--- config.mk ---
export PLATFORM = sky130hd
export DESIGN_NAME = seq_pattern_detector_flat
export DESIGN_NICKNAME = d
export VERILOG_FILES = /design/src/rtl/seq_pattern_detector_if.sv /design/src/rtl/seq_pattern_detector.sv /design/src/flat_wrapper.sv
export SDC_FILE = /design/constraint.sdc
export NUM_CORES = 1
export LEC_CHECK = 0
export CAP_MARGIN = 40
export CORE_MARGIN = 2
export CORE_UTILIZATION = 33
export CTS_BUF_LIST = sky130_fd_sc_hd__clkbuf_4 sky130_fd_sc_hd__clkbuf_8 sky130_fd_sc_hd__clkbuf_16
export DETAILED_ROUTE_END_ITERATION = 12
export SYNTH_ARGS = -nofsm -noshare
export SYNTH_HDL_FRONTEND = slang
export SYNTH_SLANG_ARGS = --single-unit
--- constraint.sdc ---
create_clock -name clk -period 3.4 [get_ports clk]
set_input_delay 0.34 -clock clk [delete_from_list [all_inputs] [get_ports clk]]
set_output_delay 0.34 -clock clk [all_outputs]
set_load 0.02 [all_outputs]
--- src/rtl/seq_pattern_detector_if.sv ---
// rtl/seq_pattern_detector_if.sv - control, serial stream and status bundle for seq_pattern_detector
// Optional match_cnt member exists only when PATDET_COUNT_EN is defined.
interface seq_pattern_detector_if #(
    parameter int PAT_LEN = 4,
    parameter int CNT_W   = 8
);
    logic               load;
    logic [PAT_LEN-1:0] pattern;
    logic               mode_ovl;
    logic               in_valid;
    logic               in_bit;
    logic               armed;
    logic               det;
`ifdef PATDET_COUNT_EN
    logic [CNT_W-1:0]   match_cnt;
`else
    localparam int unused_cnt_w = CNT_W;
`endif

    modport master (
        output load, pattern, mode_ovl, in_valid, in_bit,
        input  armed, det
`ifdef PATDET_COUNT_EN
        , input match_cnt
`endif
    );

    modport slave (
        input  load, pattern, mode_ovl, in_valid, in_bit,
        output armed, det
`ifdef PATDET_COUNT_EN
        , output match_cnt
`endif
    );
endinterface

--- src/rtl/seq_pattern_detector.sv ---
// rtl/seq_pattern_detector.sv - programmable serial bit-pattern detector, overlapping/non-overlapping
// Define PATDET_COUNT_EN to add the saturating match_cnt counter.
module seq_pattern_detector #(
    parameter int PAT_LEN = 4,
    parameter int CNT_W   = 8
) (
    input  logic                 clk,
    input  logic                 rst,
    seq_pattern_detector_if.slave bus
);
    localparam int            FW   = $clog2(PAT_LEN + 1);
    localparam logic [FW-1:0] FULL = FW'(PAT_LEN);

    typedef enum logic [1:0] {
        IDLE = 2'd0,
        FILL = 2'd1,
        RUN  = 2'd2
    } state_t;

    state_t             state;
    logic [PAT_LEN-1:0] pat_r;
    logic               ovl_r;
    logic [PAT_LEN-1:0] hist;
    logic [FW-1:0]      fill;
    logic               armed;
    logic               det;

    logic [PAT_LEN-1:0] hist_nxt;
    logic [FW-1:0]      fill_nxt;
    logic               match;

    // Look-ahead of the history after the current bit, so det lands one cycle after that bit.
    always_comb begin
        hist_nxt = {hist[PAT_LEN-2:0], bus.in_bit};
        fill_nxt = (fill == FULL) ? FULL : fill + FW'(1);
        match    = bus.in_valid && (hist_nxt == pat_r) && (fill_nxt == FULL);
    end

    always_ff @(posedge clk or posedge rst) begin
        if (rst) begin
            state <= IDLE;
            pat_r <= '0;
            ovl_r <= 1'b0;
            hist  <= '0;
            fill  <= '0;
            armed <= 1'b0;
            det   <= 1'b0;
        end else begin
            det <= 1'b0;
            case (state)
                IDLE: begin
                    if (bus.load) begin
                        pat_r <= bus.pattern;
                        ovl_r <= bus.mode_ovl;
                        hist  <= '0;
                        fill  <= '0;
                        armed <= 1'b1;
                        state <= FILL;
                    end
                end
                FILL, RUN: begin
                    if (bus.load) begin
                        // Reload wins over the stream; the coincident bit is dropped.
                        pat_r <= bus.pattern;
                        ovl_r <= bus.mode_ovl;
                        hist  <= '0;
                        fill  <= '0;
                        state <= FILL;
                    end else if (bus.in_valid) begin
                        if (match) begin
                            det <= 1'b1;
                            if (ovl_r) begin
                                hist  <= hist_nxt;
                                fill  <= fill_nxt;
                                state <= RUN;
                            end else begin
                                hist  <= '0;
                                fill  <= '0;
                                state <= FILL;
                            end
                        end else begin
                            hist  <= hist_nxt;
                            fill  <= fill_nxt;
                            state <= (fill_nxt == FULL) ? RUN : FILL;
                        end
                    end
                end
                default: begin
                    pat_r <= '0;
                    ovl_r <= 1'b0;
                    hist  <= '0;
                    fill  <= '0;
                    armed <= 1'b0;
                    state <= IDLE;
                end
            endcase
        end
    end

    assign bus.armed = armed;
    assign bus.det   = det;

`ifdef PATDET_COUNT_EN
    logic [CNT_W-1:0] match_cnt;

    always_ff @(posedge clk or posedge rst) begin
        if (rst) begin
            match_cnt <= '0;
        end else if (det && (match_cnt != {CNT_W{1'b1}})) begin
            match_cnt <= match_cnt + CNT_W'(1);
        end
    end

    assign bus.match_cnt = match_cnt;
`else
    localparam int unused_cnt_w = CNT_W;
`endif
endmodule

--- src/flat_wrapper.sv ---
// flat-port wrapper written by rule: the top's interface ports become plain ports
module seq_pattern_detector_flat 
#(
    parameter int PAT_LEN = 4,
    parameter int CNT_W   = 8
)
  (clk, rst, bus_load, bus_pattern, bus_mode_ovl, bus_in_valid, bus_in_bit, bus_armed, bus_det);
  seq_pattern_detector_if #(.PAT_LEN(PAT_LEN), .CNT_W(CNT_W)) bus_i ();
  input  logic clk;
  input  logic rst;
  input wire logic [$bits(bus_i.load)-1:0] bus_load;
  input wire logic [$bits(bus_i.pattern)-1:0] bus_pattern;
  input wire logic [$bits(bus_i.mode_ovl)-1:0] bus_mode_ovl;
  input wire logic [$bits(bus_i.in_valid)-1:0] bus_in_valid;
  input wire logic [$bits(bus_i.in_bit)-1:0] bus_in_bit;
  output wire logic [$bits(bus_i.armed)-1:0] bus_armed;
  output wire logic [$bits(bus_i.det)-1:0] bus_det;
  assign bus_i.load = bus_load;
  assign bus_i.pattern = bus_pattern;
  assign bus_i.mode_ovl = bus_mode_ovl;
  assign bus_i.in_valid = bus_in_valid;
  assign bus_i.in_bit = bus_in_bit;
  assign bus_armed = bus_i.armed;
  assign bus_det = bus_i.det;
  seq_pattern_detector #(.PAT_LEN(PAT_LEN), .CNT_W(CNT_W)) u_core (.clk(clk), .rst(rst), .bus(bus_i));
endmodule
==> results.toml <==
[timing]
fmax_mhz = 499
final.setup.tns_ns = 0
setup_violations = 0
drv_slew = 0
fin_skew_ns = 0.00512
finalCritPeriodShare_pct = 58.9
hold_viol = 0
tightest_slew_ns = 0.595
fin_crit_ns = 2.00
rsz0062_at_grt = "false"
max-slew-margin-rel_pct = 60.3

[detailed_routing]
dr.pass1.iters = 4
drt-initial-drc-count = 6
drc = 0
wl_microns = 1450
route.vias.total = 577
avgViaCountPerCell = 4.93
wl_per_cell_microns = 12.4
ant_nets = 0

[power_and_ir_drop]
leakage_nw = 0.451
peakVddDrop_mv = 0.330
p_per_area_nw_per_um2 = 497

[clock_network]
cts_resized = 0
post-cts-setup-buffers = 0
htreeDepth = 1
path_clk_slew_ns = 0.10
clk_latency_ns = 0.29
cts-root-buf = "clkbuf_4"
tritoncts = "done"
clockBufferDepth = 2
cts_made_buffers = 3
clock_sinks = 15
holdBufCountCts = 0

[critical_path]
crit_family = "compound AO/OA/AOI/OAI gates"
critical-path-slowest-cell = "dfrtp_1"
crit_buf_inv = 1
worstReg2RegStart = "u_core.fill[0]"
cp_data_required_time_ns = 3.58
reg2reg_setup_slack_ns = 1.40
r2r-end = "u_core.state[0]"
critical_path_class = "register to register"
worstPathMaxFanout = 3
critPathLaunchType = "register"
max_stage_delay_ns = 0.38
path_cells = "inv_1 -> ha_1 -> or2b_2 -> o21a_1 -> a311oi_1 -> o21bai_1 -> a22o_1"
rr_worst_depth = 7
cp-end-kind = "register"
arrival_ns = 2.19

[die]
start_util_pct = 35.7
fp.dieArea_sq_um = 2870
core_region_area_sq_um = 2280
chipWidth_microns = 53.6
die_h_microns = 53.6
rows = 17
pin_count = 12

[worst_hold_path]
hold_class = "input port to asynchronous set/reset pin"

[logic_synthesis]
synth_area_leader_cell = "dfrtp_1"
syn-cell-area_sq_um = 812
synth.avg_cell_area_sq_um = 10.8
synth_top_area_share_pct = 46.2
synth_cell_types = 27
synth_area_leaders = "dfrtp_1, ha_1, mux2i_1, a22o_2, inv_1"
syn_nets = 89
synth-seq-cells = 15
synthCells = 75
ys_seq_area_share_pct = 46.2
yosysWarnings = 0

[final_layout]
num-fill-cells = 222
postLayoutCoreUtil_pct = 42.8
nNetsFinal = 104
num_antenna_cells = 0
drive_gt1_share_pct = 15.7
syn2layout_area_growth_pct = 19.9

[place]
place.gp.congestion = 0.787
dp_hpwl_microns = 1090
port_buffers = 11

[outcome]
status = "complete, no violations"

[global_route]
grt_pass1_vias = 607
gr-total-overflow = 0
antenna_found_initial = 0
grt_pass1_wl_microns = 2700
grt_util_all_layers_pct = 13.6
grt_max_degree = 16

[run]
maxCapViolations = 0
[cells in the final DEF, fill, tap and decap left out, types with 2 or more instances in the layout]
master	instances
mux2i_1	5
nor3_1	2
o21ai_0	2
a22o_2	3
nand2_1	3
clkbuf_4	3
nand3b_1	2
nor2_1	7
ha_1	4
and2b_2	2
a22o_1	2
inv_1	8
xor2_1	3
clkdlybuf4s50_1	11
dfrtp_1	15
a21oi_1	4
[report_power, final]
part           switching (mW)  internal, mW
logic                  0.0804        0.0783
clock network          0.0611        0.0438
registers              0.0178         0.203
[synth_stat cells]
master	count
o21a_1	1
buf_6	1
a311oi_1	1
nor3_1	2
nor2_2	1
xnor2_1	1
nand2_1	3
nor4b_1	1
a41oi_2	1
ha_1	4
dfrtp_1	15
o21bai_1	1
o21ai_0	2
a22o_1	2
inv_1	8
and2b_2	2
nand3b_1	2
xor2_1	3
or4_4	1
a22o_2	3
and2b_1	1
a21oi_1	4
or2b_2	1
mux2_2	1
mux2i_1	5
o22a_1	1
nor2_1	7
[routing by layer]
| layer | part of all wire [%] | GRT usage, % |
|---|---|---|
| met1 | 47 | 15.3 |
| met2 | 46 | 22.6 |
| met3 | 5.5 | 5.83 |
| met4 | 1.1 | 5.13 |
| met5 | 0 | 0 |
[registers in the layout (all words and copies together), names as in the netlist]
register and cells:
u_core.state 2, u_core.bus.det 1, u_core.bus.armed 1, u_core.ovl_r 1, u_core.pat_r 4, u_core.fill 3, u_core.hist 3
[cell families (layout without fill, tap and decap cells)]
group           count (synthesis)  after routing  synth area share [%]
simple gates                   21             21                  15.1
fa+ha+maj                       4              4                  6.16
buf+inv                         9             23                  5.08
mux                             6              6                  7.55
xor+xnor                        4              4                  4.32
compound gates                 16             16                  15.6
flops                          15             15                  46.2
[cell type report]
class                      instances  area (sq um)  share of cell area (%)
multi-input combinational         51           395                    40.6
sequential                        15           375                    38.6
timing repair buffer              11           110                    11.3
tap                               28          35.0                    3.60
inverter                           8          30.0                    3.08
clock buffer                       3          22.5                    2.31
clock inverter                     1          5.00                   0.514
[metrics by stage]
step / total power [mW] / hold WS, ns / setup slack, ns / instance area (sq um) / instances
2_1_floorplan: 0.336 / 0.241 / 1.58 / 812 / 75
3_3_place_gp: 0.382 / 0.497 / 1.26 / 946 / 113
3_5_place_dp: 0.384 / 0.494 / 1.20 / 946 / 113
4_1_cts: 0.493 / 0.420 / 1.39 / 973 / 117
5_1_grt: 0.523 / 0.472 / 1.28 / 973 / 117
6_report: 0.484 / 0.409 / 1.40 / 973 / 117
[worst max-delay path by stage]
stage	from	to	cells after the start
2_1_floorplan	u_core.fill[0]	u_core.state[0]	7
3_3_place_gp	bus_load	u_core.fill[2]	5
3_5_place_dp	bus_load	u_core.fill[2]	5
4_1_cts	u_core.fill[0]	u_core.state[0]	7
5_1_grt	u_core.fill[0]	u_core.state[0]	7
6_report	u_core.fill[0]	u_core.state[0]	7
Power figures use the tool's default switching activity.
